==> config.mk <==
export PLATFORM = sky130hd
export DESIGN_NAME = fighter_core
export DESIGN_NICKNAME = d
export VERILOG_FILES = /design/src/rtl/fighter_core.sv
export SDC_FILE = /design/constraint.sdc
export NUM_CORES = 1
export LEC_CHECK = 0
export CORE_AREA = 2 2 83 85
export DETAILED_ROUTE_END_ITERATION = 12
export DIE_AREA = 0 0 85 87
export PLACE_DENSITY = 0.55
export SYNTH_ARGS = -nofsm -noshare
export SYNTH_HDL_FRONTEND = slang
export SYNTH_SLANG_ARGS = --single-unit
==> constraint.sdc <==
create_clock -name clk -period 6.9 [get_ports clk]
set_clock_uncertainty 0.15 [all_clocks]
set_input_delay 0.69 -clock clk [delete_from_list [all_inputs] [get_ports clk]]
set_output_delay 0.69 -clock clk [all_outputs]
set_load 0.01 [all_outputs]
==> src/rtl/fighter_core.sv <==
// Per-player fighter controller: input sync, attack/stun phase timing and
// saturated horizontal movement, all advanced once per game-frame tick.
module fighter_core #(
    parameter logic [9:0] INIT_X           = 10'd400,
    parameter bit         FACING_LEFT      = 1'b0,
    parameter logic [9:0] X_MIN            = 10'd0,
    parameter logic [9:0] X_MAX            = 10'd576,
    parameter int         FWD_STEP         = 3,
    parameter int         BWD_STEP         = 2,
    parameter int         BASIC_STARTUP    = 5,
    parameter int         BASIC_ACTIVE     = 2,
    parameter int         BASIC_RECOVERY   = 16,
    parameter int         DIR_STARTUP      = 4,
    parameter int         DIR_ACTIVE       = 3,
    parameter int         DIR_RECOVERY     = 15,
    parameter int         HITSTUN_FRAMES   = 12,
    parameter int         BLOCKSTUN_FRAMES = 6,
    parameter int         KNOCKBACK        = 8
) (
    input  logic       clk,
    input  logic       rst,
    input  logic       frame_tick,
    input  logic       fwd,
    input  logic       bwd,
    input  logic       attack,
    input  logic       hit_in,
    output logic [3:0] state,
    output logic       attacking,
    output logic       hitbox_active,
    output logic       hurt_extended,
    output logic [9:0] pos_x,
    output logic [4:0] frame_cnt,
    output logic       hit_taken,
    output logic       block_taken
);

    typedef enum logic [3:0] {
        S_IDLE      = 4'd0,
        S_MOV_F     = 4'd1,
        S_MOV_B     = 4'd2,
        S_B_START   = 4'd3,
        S_B_ACT     = 4'd4,
        S_B_REC     = 4'd5,
        S_D_START   = 4'd6,
        S_D_ACT     = 4'd7,
        S_D_REC     = 4'd8,
        S_HITSTUN   = 4'd9,
        S_BLOCKSTUN = 4'd10
    } state_t;

    localparam logic [4:0] BS_LOAD = 5'(BASIC_STARTUP - 1);
    localparam logic [4:0] BA_LOAD = 5'(BASIC_ACTIVE - 1);
    localparam logic [4:0] BR_LOAD = 5'(BASIC_RECOVERY - 1);
    localparam logic [4:0] DS_LOAD = 5'(DIR_STARTUP - 1);
    localparam logic [4:0] DA_LOAD = 5'(DIR_ACTIVE - 1);
    localparam logic [4:0] DR_LOAD = 5'(DIR_RECOVERY - 1);
    localparam logic [4:0] HS_LOAD = 5'(HITSTUN_FRAMES - 1);
    localparam logic [4:0] KS_LOAD = 5'(BLOCKSTUN_FRAMES - 1);

    // Signed deltas already resolved for facing: "backward" is away from the opponent.
    localparam logic signed [10:0] FWD_DELTA = FACING_LEFT ? -11'(FWD_STEP)  : 11'(FWD_STEP);
    localparam logic signed [10:0] BWD_DELTA = FACING_LEFT ?  11'(BWD_STEP)  : -11'(BWD_STEP);
    localparam logic signed [10:0] KB_DELTA  = FACING_LEFT ?  11'(KNOCKBACK) : -11'(KNOCKBACK);

    state_t      state_reg, state_next;
    logic [4:0]  cnt_reg, cnt_next;
    logic [9:0]  pos_reg, pos_next;
    logic        fwd_reg, bwd_reg, atk_reg, atk_prev_reg;
    logic        hit_pending_reg;
    logic        hit_taken_reg, hit_next;
    logic        block_taken_reg, block_next;

    logic signed [10:0] delta;
    logic signed [10:0] pos_sum;
    logic               hit_now, atk_edge, fwd_only, bwd_only;

    always_comb begin
        state_next = state_reg;
        cnt_next   = cnt_reg;
        delta      = '0;
        hit_next   = 1'b0;
        block_next = 1'b0;
        hit_now    = hit_pending_reg | hit_in;
        atk_edge   = atk_reg & ~atk_prev_reg;
        fwd_only   = fwd_reg & ~bwd_reg;
        bwd_only   = bwd_reg & ~fwd_reg;

        if (frame_tick) begin
            if (hit_now && state_reg != S_HITSTUN && state_reg != S_BLOCKSTUN) begin
                delta = KB_DELTA;
                if ((state_reg == S_IDLE || state_reg == S_MOV_B) && bwd_only) begin
                    state_next = S_BLOCKSTUN;
                    cnt_next   = KS_LOAD;
                    block_next = 1'b1;
                end else begin
                    state_next = S_HITSTUN;
                    cnt_next   = HS_LOAD;
                    hit_next   = 1'b1;
                end
            end else begin
                case (state_reg)
                    S_IDLE, S_MOV_F, S_MOV_B: begin
                        cnt_next = '0;
                        if (atk_edge) begin
                            // A single direction held selects the directional attack.
                            state_next = (fwd_reg ^ bwd_reg) ? S_D_START : S_B_START;
                            cnt_next   = (fwd_reg ^ bwd_reg) ? DS_LOAD : BS_LOAD;
                        end else if (fwd_only) begin
                            state_next = S_MOV_F;
                            delta      = FWD_DELTA;
                        end else if (bwd_only) begin
                            state_next = S_MOV_B;
                            delta      = BWD_DELTA;
                        end else begin
                            state_next = S_IDLE;
                        end
                    end
                    S_B_START: begin
                        if (cnt_reg == 5'd0) begin state_next = S_B_ACT; cnt_next = BA_LOAD; end
                        else cnt_next = cnt_reg - 5'd1;
                    end
                    S_B_ACT: begin
                        if (cnt_reg == 5'd0) begin state_next = S_B_REC; cnt_next = BR_LOAD; end
                        else cnt_next = cnt_reg - 5'd1;
                    end
                    S_D_START: begin
                        if (cnt_reg == 5'd0) begin state_next = S_D_ACT; cnt_next = DA_LOAD; end
                        else cnt_next = cnt_reg - 5'd1;
                    end
                    S_D_ACT: begin
                        if (cnt_reg == 5'd0) begin state_next = S_D_REC; cnt_next = DR_LOAD; end
                        else cnt_next = cnt_reg - 5'd1;
                    end
                    S_B_REC, S_D_REC, S_HITSTUN, S_BLOCKSTUN: begin
                        if (cnt_reg == 5'd0) begin state_next = S_IDLE; cnt_next = '0; end
                        else cnt_next = cnt_reg - 5'd1;
                    end
                    default: begin
                        state_next = S_IDLE;
                        cnt_next   = '0;
                    end
                endcase
            end
        end

        // Moves are clamped to the arena rather than refused.
        pos_sum = $signed({1'b0, pos_reg}) + delta;
        if (pos_sum < $signed({1'b0, X_MIN}))
            pos_next = X_MIN;
        else if (pos_sum > $signed({1'b0, X_MAX}))
            pos_next = X_MAX;
        else
            pos_next = pos_sum[9:0];
    end

    always_ff @(posedge clk) begin
        if (rst) begin
            state_reg       <= S_IDLE;
            cnt_reg         <= '0;
            pos_reg         <= INIT_X;
            fwd_reg         <= 1'b0;
            bwd_reg         <= 1'b0;
            atk_reg         <= 1'b0;
            atk_prev_reg    <= 1'b0;
            hit_pending_reg <= 1'b0;
            hit_taken_reg   <= 1'b0;
            block_taken_reg <= 1'b0;
        end else begin
            fwd_reg         <= fwd;
            bwd_reg         <= bwd;
            atk_reg         <= attack;
            hit_taken_reg   <= hit_next;
            block_taken_reg <= block_next;
            // A hit latched between ticks is consumed by the next tick, hit or not.
            hit_pending_reg <= frame_tick ? 1'b0 : (hit_pending_reg | hit_in);
            if (frame_tick) begin
                atk_prev_reg <= atk_reg;
                state_reg    <= state_next;
                cnt_reg      <= cnt_next;
                pos_reg      <= pos_next;
            end
        end
    end

    assign state         = state_reg;
    assign pos_x         = pos_reg;
    assign frame_cnt     = cnt_reg;
    assign hit_taken     = hit_taken_reg;
    assign block_taken   = block_taken_reg;
    assign attacking     = (state_reg >= S_B_START) && (state_reg <= S_D_REC);
    assign hitbox_active = (state_reg == S_B_ACT) || (state_reg == S_D_ACT);
    assign hurt_extended = (state_reg == S_B_REC) || (state_reg == S_D_REC);

endmodule

# ---- After elaboration in Yosys (flattened, before gate mapping)
# Index checks and enable logic that the tools add are counted.
dict set report op_classes {
  n_reduce_logical 14
  muxes 32
  n_eq_ne 17
  magnitude_cmp 4
  n_addsub 2
  n_bitwise 10
}
# cell n
set ops {}
lappend ops {{2-to-1 mux 11 bit} 6}
lappend ops {{2-to-1 mux 5 bit} 6}
lappend ops {{one-hot mux 5 bit (6 select lines)} 1}
lappend ops {{2-to-1 mux 4 bit} 7}
lappend ops {{one-hot mux 4 bit (6 select lines)} 1}
lappend ops {{2-to-1 mux 10 bit} 2}
lappend ops {{== test 4 x 3 -> 1 bit, second input constant} 4}
lappend ops {{inequality test 3 bit, second input constant} 5}
lappend ops {{== test 4 bit, second input constant} 3}
lappend ops {{2-to-1 mux 3 bit} 4}
lappend ops {{adder 11 bit} 1}
lappend ops {{greater-than comparator 11 bit, second input constant} 1}
lappend ops {{< comparator 11 x 1 -> 1 bit, second input constant} 1}
lappend ops {{== test 4 x 2 -> 1 bit, second input constant} 2}
lappend ops {{inequality test 4 bit, second input constant} 2}
lappend ops {{2-to-1 mux 2 bit} 3}
lappend ops {{AND reduction 6 bit} 1}
lappend ops {{OR reduction 3 bit} 2}
lappend ops {{logical NOT 5 bit} 1}
lappend ops {{NOT 1 bit} 5}
lappend ops {{subtractor 5 x 1 -> 5 bit, second input constant} 1}
lappend ops {{== test 4 x 1 -> 1 bit, second input constant} 1}
lappend ops {{>= comparator 4 x 2 -> 1 bit, second input constant} 1}
lappend ops {{less-or-equal comparator 4 bit, second input constant} 1}
lappend ops {{other kinds (9)} 17}
dict set report word_totals {
  output_inout_bits 24
  inputBits 7
  elab_cells 89
  ff_bits 26
}

# ---- Longest topological paths before layout
# Gate-level depths: netlist of the first run.
dict set report logic_depth {
  depth_word 12
  ltp_mapped 15
  mapped_depth_nobuf 14
}

# ---- Worst setup path before layout of the first run
# No wires, ideal clock.
dict set report synth_timing {
  kind {input to register}
  start {input port hit_in}
  end {register pos_reg[2] (netlist: pos_x[2])}
  n_path_buf 0
  t_required_ns 6.663
  cell_stages 14
  arrival_time_ns 3.307
  setup_time_ns 0.087
  path_slack_ns 3.356
  path_cell_list {nor2_1 > a31oi_1 > nor3_1 > and2_1 > ha_1 > inv_1 > fa_1 > nand2b_1 > a21oi_1 > xnor2_1 > nand2_1 > o31ai_1 > a2bb2oi_4 > o31ai_1}
}
dict set report synth_via {
  elab_chain_len 9
  elab_cells_between_ends 10
  classes_between {add/sub (1); order compare (2); mux (4); bitwise (1); reduce/logical (2)}
}
# element line_no
set synth_rtl {}
lappend synth_rtl {{from (decl)} 26} ;# input logic hit_in,
lappend synth_rtl {{OR 1 bit *} 83} ;# hit_now = hit_pending_reg | hit_in;
lappend synth_rtl {{logical AND 1 bit * (2 in series)} 89} ;# if (hit_now && state_reg != S_HITSTUN && state_reg != S_BLOCKSTUN) begin
lappend synth_rtl {{2-to-1 mux 11 bit *} 89}
lappend synth_rtl {{2-to-1 mux 11 bit *} 88} ;# if (frame_tick) begin
lappend synth_rtl {{adder 11 bit *} 147} ;# pos_sum = $signed({1'b0, pos_reg}) + delta;
lappend synth_rtl {{greater-than comparator 11 bit} 150} ;# else if (pos_sum > $signed({1'b0, X_MAX}))
lappend synth_rtl {{2-to-1 mux 10 bit} 150}
lappend synth_rtl {{2-to-1 mux 10 bit *} 148} ;# if (pos_sum < $signed({1'b0, X_MIN}))
lappend synth_rtl {{to (signal assigned)} 180} ;# pos_reg <= pos_next;
lappend synth_rtl {{to (decl)} 67} ;# logic [9:0] pos_reg, pos_next;
# Every way passes the cells marked *; elsewhere a longest branch is shown, timed or not.
# A chain may end at the register's enable or synchronous reset.

# ---- Final worst setup path of the first run
dict set report layout_timing {
  start {input port frame_tick}
  end {register pos_reg[3] (netlist: pos_x[3])}
}
dict set report layout_via {
  elab_chain_len 5
  elab_cells_between_ends 6
  classes_between {add/sub (1); order compare (2); mux (3)}
}
# element line_no
set layout_rtl {}
lappend layout_rtl {{from (decl)} 22} ;# input logic frame_tick,
lappend layout_rtl {{2-to-1 mux 11 bit} 88}
lappend layout_rtl {{adder 11 bit} 147}
lappend layout_rtl {{greater-than comparator 11 bit} 150}
lappend layout_rtl {{2-to-1 mux 10 bit} 150}
lappend layout_rtl {{2-to-1 mux 10 bit} 148}
# Parallel ways exist; a longest one is shown, timed or not.

==> results of run 1 <==
kinds of logic after synthesis:
group           after synthesis  share of synthesized area, %
compound gates               68                         29.27
xor+xnor                     13                         5.932
fa+ha+maj                    14                         9.518
buf+inv                      20                         4.498
flops                        26                         27.12
mux                           3                         1.630
simple gates                 82                         22.03
area by class of cell:
class / count / area (um^2)
inverters: 13 / 48.80
multi-input cells: 180 / 1313
well taps: 80 / 100.1
flip-flops and latches: 26 / 520.5
clock buffers: 3 / 41.29
repair buffers: 30 / 300.3
fillers: 673 / 4245
worst max path at each step:
stage | startpoint | endpoint | slack (ps) | depth (start not counted)
3_5_place_dp | frame_tick | pos_x[3]$_SDFFE_PP0P_ | 2130 | 14
2_1_floorplan | hit_in | pos_x[2]$_SDFFE_PP0P_ | 3360 | 14
5_1_grt | frame_tick | pos_x[2]$_SDFFE_PP0P_ | 2020 | 14
3_3_place_gp | frame_tick | pos_x[4]$_SDFFE_PP1P_ | 2270 | 14
4_1_cts | frame_tick | pos_x[3]$_SDFFE_PP0P_ | 2420 | 14
6_report | frame_tick | pos_x[3]$_SDFFE_PP0P_ | 2430 | 14
per-stage QoR:
stage	setup WS (ps)	cells	cell area, um^2	power, W	util [%]
CTS	2419	332	2323	0.0004499	35.37
floorplan	3356	226	1919	0.0003086	-
detailed placement	2131	329	2282	0.0003606	34.74
finish	2433	332	2323	0.0004430	35.37
global placement	2266	329	2282	0.0003606	34.74
global route	2017	332	2323	0.0004755	35.37
layout by cell type (no fill, tap or decap), types with 3 or more instances in the layout:
master,instances
ha_1,13
o31ai_1,3
clkdlybuf4s50_1,30
a31oi_1,3
nand2b_1,8
o211ai_1,3
xor2_1,5
xnor2_1,8
and2_1,3
o31ai_2,4
o21ai_0,5
clkbuf_8,3
inv_1,13
nor2b_1,4
nor3_1,6
nand3_1,5
a21o_1,6
nor2_1,27
o22ai_1,3
nand2_1,15
dfxtp_1,26
a21oi_1,12
a211oi_1,6
power by group:
part	switching (W)	internal, W
Clock	0.0000472	0.0000391
Sequential	0.0000171	0.000161
Combinational	0.0000960	0.0000822
metal layers:
| layer | vias up | global-route usage, % | part of all wire [%] |
|---|---|---|---|
| met4 | 0 | 4.762 | 1.9 |
| met1 | 827 | 18.38 | 48 |
| met2 | 38 | 22.09 | 47 |
| li1 | 870 | - | - |
| met3 | 8 | 1.801 | 3.7 |
| met5 | - | 0 | 0 |
==> flow_summary.ini, run 1 <==
[run_status]
status = finished clean

[drt]
drtIter0Drc = 78
drtPass1Iterations = 4
route.detailed.drc = 0
avgRoutedWirePerCell_um = 14.32
vias = 1743
vias_per_cell = 5.250
wirelength_um = 4755
ant_nets = 0

[finish]
syn_to_final_growth_pct = 21.06
drive_above_1_share_pct = 9.524
antennaDiodeCount = 0
largest_register_ff_count = 10
fin_nets = 275

[setup_path]
rrSetupSlack_ps = 2900
r2r_cells = 14
critPathLaunchType = input port
crit_chain = clkdlybuf4s50_1 > inv_1 > nor3_1 > and2_1 > ha_1 > inv_1 > fa_1 > nand2b_1 > a21oi_1 > xnor2_1 > nand2_1 > o31ai_1 > a2bb2oi_4 > o31ai_1
end_kind = flip-flop
reg2reg_to = pos_x[3]$_SDFFE_PP0P_
crit_family = buffers and inverters
r2r-start = state[0]$_SDFFE_PP0P_
slowest_delay_ps = 830
critPathMaxFanout = 14
path_class = in2reg
cp.arrival_ps = 4500
slowest_stage = clkdlybuf4s50_1
worst-path-buf-inv = 3
worst_ep_required_time_ps = 6930

[clock_tree]
cts-root-buf = clkbuf_8
cts_tree = built
hold_buffers = 0
clk_latency_ps = 270
h-tree-depth = 1
numClockSinks = 26
cts_max_path_buffers = 2
cts_buffers = 3
path_clk_slew_ps = 90
cts_setup_buffers = 0
cts-resized-gates = 0

[logic_synthesis]
synth_area_um2 = 1919
syn_avg_cell_area_um2 = 8.493
netlist_instances = 226
yosysMostFrequentCell = nor2_1
synth.largest_area_cell = dfxtp_1
synth.top_cell.area_share_pct = 27.12
synth_seq_cells = 26
synth_flop_cell = dfxtp_1
synth-edff-count = 0
yosysWarnings = 0
synth_top_cells_by_area = dfxtp_1, ha_1, nor2_1, xnor2_1, a21oi_1
syn_nets = 247
ys_top_cells_by_count = nor2_1, dfxtp_1, nand2_1
synth.yosys.seq_area_share_pct = 27.12
synth_cell_types = 61
synthArstFlopShare_pct = 0

[floorplan]
fp-row-count = 30
start_util_pct = 29.22
die_h_um = 87
die_area_um2 = 7395
ioPinCount = 31
fp.dieW_um = 85
core-area_um2 = 6569

[timing]
maxSlewViolCount = 0
rsz0062_at_grt = false
fmax_mhz = 223.9
hold_viol = 0
setup_tns_ps = 0
whs_ps = 340.2
finalSetupViolations = 0
slew_headroom_pct = 45.88
tightest_slew_ps = 809.3
fin_crit_sh_pct = 64.74
min_period_ps = 4467

[global_routing]
grt_pass1_vias = 1725
grt_pass1_wl_um = 8273
antenna_found_initial = 0
grt_max_degree = 21
grt_overflow_total = 0
gr-usage-all-layers_pct = 13.55

[placed_design]
hpwl_um = 3661
portBuffers = 30
gp_congestion = 0.8883

[hold_path]
worstHoldPathCells = 1
worstHoldStart = frame_cnt[4]$_SDFFE_PP0P_
worstHoldPathType = reg2reg
hold_end = frame_cnt[4]$_SDFFE_PP0P_

[power]
p_leak_nw = 0.8778
peakVddDrop_mv = 0.07500
powerDensity_nw_per_um2 = 190.7

[job]
maxCapViolCount = 0
(Power assumes the default switching activity.)
==> run 2, diff against run 1 <==
clock period = 4.48 ns   (was 6.9 ns; I/O delays follow)
==> flow_summary.ini, run 2 (synthesis results as in run 1) <==
[timing]
whs_ps = 333.7
rsz0062_at_grt = false
finalSetupViolations = 0
hold_viol = 0
setup_tns_ps = 0
tightest_slew_ps = 804.2
maxSlewViolCount = 0
min_period_ps = 3959
slew_headroom_pct = 46.22
fin_crit_sh_pct = 88.38
fmax_mhz = 252.6

[placed_design]
gp_congestion = 0.8415
portBuffers = 30
hpwl_um = 3682

[drt]
route.detailed.drc = 0
vias = 1695
wirelength_um = 4703
drtPass1Iterations = 4
ant_nets = 0
vias_per_cell = 5.045
drtIter0Drc = 33
avgRoutedWirePerCell_um = 14.00

[setup_path]
critPathMaxFanout = 12
critPathLaunchType = flip-flop
cp.arrival_ps = 4000
worst_ep_required_time_ps = 4520
end_kind = flip-flop
path_class = reg2reg

[clock_tree]
cts-resized-gates = 0
cts_setup_buffers = 0
path_clk_slew_ps = 90
cts_max_path_buffers = 2
hold_buffers = 0
cts_tree = built
cts-root-buf = clkbuf_8
clk_latency_ps = 270
cts_buffers = 3
h-tree-depth = 1
numClockSinks = 26

[finish]
ff_latch_area_um2 = 520.5
largest_register_ff_count = 10
fillCellCount = 693
final_cell_mix = clkdlybuf4s50_1, nor2_1, dfxtp_1, nand2_1
multi_input_area_um2 = 1313
fin_nets = 278
final_common_cell = clkdlybuf4s50_1
syn_to_final_growth_pct = 22.95
antennaDiodeCount = 0
drive_above_1_share_pct = 10.94

[global_routing]
gr-usage-all-layers_pct = 13.46
grt_max_degree = 21
grt_overflow_total = 0
grt_pass1_wl_um = 8073
grt_pass1_vias = 1734
antenna_found_initial = 0

[floorplan]
core-area_um2 = 6569
die_area_um2 = 7395
start_util_pct = 29.22
fp-row-count = 30
ioPinCount = 31
die_h_um = 87
fp.dieW_um = 85

[power]
peakVddDrop_mv = 0.1171
p_leak_nw = 0.9001
powerDensity_nw_per_um2 = 300.6

[hold_path]
worstHoldPathType = reg2reg

[job]
maxCapViolCount = 0

[run_status]
status = finished clean
## run 2: cell type report
cell class / instances / area share (%)
well taps: 80 / 4.242
repair buffers: 33 / 13.68
inverters: 13 / 2.068
clock buffers: 4 / 2.333
multi-input cells: 180 / 55.62
flip-flops and latches: 26 / 22.06
## run 2: per-layer routing
metal / track usage, % / share of wire [%]
met5: 0 / 0
met4: 5.483 / 2.4
met3: 2.085 / 3.3
met2: 22.30 / 45
met1: 17.50 / 49
## run 2: worst paths after layout
kind | start | endpoint | slack (ps) | cells past startpoint
max reg2reg | state[1]$_SDFFE_PP0P_ | pos_x[3]$_SDFFE_PP0P_ | 520 | 14
max | state[1]$_SDFFE_PP0P_ | pos_x[3]$_SDFFE_PP0P_ | 520 | 14
min | pos_x[9]$_SDFFE_PP0P_ | pos_x[9]$_SDFFE_PP0P_ | 330 | 2
min reg2reg | pos_x[9]$_SDFFE_PP0P_ | pos_x[9]$_SDFFE_PP0P_ | 330 | 2
## run 2: worst max-delay path: stages (launching register included)
cell and delay (ps):
dfxtp_1 610, xor2_1 310, a31oi_1 180, nor3_1 250
and2_1 180, ha_1 200, inv_1 70, fa_1 390
nand2b_1 180, a21oi_1 360, a2111oi_4 150, nor2_1 150
xnor2_1 220, nand2_2 210, o31ai_1 260
## run 2: stage by stage
stage | total power [W] | std cells | worst slack [ps] | cell area, um^2 | utilization (%)
6_report | 0.0007094 | 336 | 520.7 | 2360 | 35.92
2_1_floorplan | 0.0004753 | 226 | 1026 | 1919 | -
3_5_place_dp | 0.0005589 | 332 | 361.5 | 2305 | 35.09
5_1_grt | 0.0007534 | 336 | 164.3 | 2360 | 35.92
3_3_place_gp | 0.0005599 | 332 | 409.5 | 2305 | 35.09
4_1_cts | 0.0007162 | 336 | 499.9 | 2360 | 35.92
## run 2: power breakdown
part           switching (W)  internal [W]  total (W)  leakage (nW)
clock network      0.0000769     0.0000787   0.000156        0.0288
logic               0.000153      0.000130   0.000283         0.658
registers          0.0000226      0.000249   0.000271         0.214
total               0.000252      0.000457   0.000709         0.900
==> run 3, diff against run 2 <==
CELL_PAD_IN_SITES_DETAIL_PLACEMENT = 2   (was not set)
CELL_PAD_IN_SITES_GLOBAL_PLACEMENT = 2   (was not set)
PLACE_DENSITY = 0.81   (was 0.55)
==> flow_summary.ini, run 3 (synthesis results as in run 1) <==
[run_status]
status = finished clean

[clock_tree]
cts_buffers = 3
cts_tree = built
cts-root-buf = clkbuf_8
cts_setup_buffers = 0
cts_max_path_buffers = 2
cts-resized-gates = 0
path_clk_slew_ps = 110
h-tree-depth = 1
numClockSinks = 26
hold_buffers = 0
clk_latency_ps = 280

[finish]
antennaDiodeCount = 0
syn_to_final_growth_pct = 24.19
largest_register_ff_count = 10
drive_above_1_share_pct = 11.28
final_cell_mix = clkdlybuf4s50_1, nor2_1, dfxtp_1, nand2_1
final_common_cell = clkdlybuf4s50_1
fin_nets = 279

[power]
power_w = 0.0007732
powerDensity_nw_per_um2 = 324.4
p_leak_nw = 0.9114
peakVddDrop_mv = 0.1485

[job]
maxCapViolCount = 0

[timing]
tightest_slew_ps = 861.6
slew_headroom_pct = 42.38
fmax_mhz = 245.8
hold_viol = 0
rsz0062_at_grt = false
maxSlewViolCount = 0
finalSetupViolations = 0
fin_crit_sh_pct = 90.80
min_period_ps = 4068
setup_tns_ps = 0

[drt]
avgRoutedWirePerCell_um = 17.75
vias_per_cell = 5.380
wirelength_um = 5981
route.detailed.drc = 0
drtPass1Iterations = 3
ant_nets = 0
drtIter0Drc = 20
vias = 1813

[global_routing]
gr-usage-all-layers_pct = 17.04
grt_max_degree = 21
grt_pass1_wl_um = 10130
grt_pass1_vias = 2036
grt_overflow_total = 0
antenna_found_initial = 0

[floorplan]
fp-row-count = 30
fp.dieW_um = 85
die_h_um = 87
ioPinCount = 31
core-area_um2 = 6569
die_area_um2 = 7395
start_util_pct = 29.22

[setup_path]
r2r-start = state[1]$_SDFFE_PP0P_
rrSetupSlack_ps = 410
end_kind = flip-flop
r2r_cells = 14
worst_ep_required_time_ps = 4520
critPathLaunchType = flip-flop
cp.arrival_ps = 4110
setup.worst_path.start = state[1]$_SDFFE_PP0P_
critPathMaxFanout = 12
path_class = reg2reg
reg2reg_to = pos_x[3]$_SDFFE_PP0P_
crit_end = pos_x[3]$_SDFFE_PP0P_

[placed_design]
gp_congestion = 0.7777
portBuffers = 30
hpwl_um = 4756

[hold_path]
worstHoldPathType = reg2reg
run 3: changes by cell type in the layout (fill, tap and decap cells not counted), sizes merged:
cell and delta:
clkbuf -1, buf +1, bufinv +1
run 3: area by class of cell:
class                           count  area, um^2
Clock buffer                        3       41.29
Clock inverter                      1       30.03
Fill cell                         756        4185
Inverter                           13       48.80
Multi-Input combinational cell    180        1313
Sequential cell                    26       520.5
Tap cell                           80       100.1
Timing Repair Buffer               34       330.3
run 3: per-stage QoR:
step                hold WS, ps  instance area (um^2)  worst slack, ps  utilization, %  cells
floorplan                 324.8                  1919             1026               -    226
global placement          325.0                  2312            497.7           35.20    333
detailed placement        332.0                  2312            317.2           35.20    333
CTS                       348.3                  2384            395.2           36.29    337
global route              359.6                  2384            43.64           36.29    337
finish                    345.2                  2384            412.2           36.29    337
run 3: worst min-delay path by stage:
stage	from	end	slack (ps)	cells after the start
2_1_floorplan	atk_prev_reg$_SDFFE_PP0P_	atk_prev_reg$_SDFFE_PP0P_	320	2
3_3_place_gp	frame_cnt[4]$_SDFFE_PP0P_	frame_cnt[4]$_SDFFE_PP0P_	330	1
3_5_place_dp	frame_cnt[4]$_SDFFE_PP0P_	frame_cnt[4]$_SDFFE_PP0P_	330	1
4_1_cts	frame_cnt[4]$_SDFFE_PP0P_	frame_cnt[4]$_SDFFE_PP0P_	350	1
5_1_grt	frame_cnt[4]$_SDFFE_PP0P_	frame_cnt[4]$_SDFFE_PP0P_	360	1
6_report	frame_cnt[4]$_SDFFE_PP0P_	frame_cnt[4]$_SDFFE_PP0P_	350	1
run 3: layer usage:
layer,vias to the layer above,global-route usage (%),share of wire (%)
li1,874,-,-
met1,916,19.01,42
met2,19,34.23,55
met3,4,1.801,1.5
met4,0,3.896,0.90
met5,-,0,0
run 3: power by group:
group	total (W)	internal (W)	switching, W
Combinational	0.000298	0.000133	0.000165
Clock	0.000203	0.000120	0.0000832
Sequential	0.000272	0.000249	0.0000236
Total	0.000773	0.000501	0.000272
run 3: critical path, stage by stage, from the launching register on:
cell and delay, ps:
dfxtp_1 620, xor2_1 390, a31oi_1 200, nor3_1 280
and2_1 180, ha_1 180, inv_1 60, fa_1 390
nand2b_1 190, a21oi_1 340, a2111oi_4 150, nor2_1 170
xnor2_1 230, nand2_2 190, o31ai_1 260
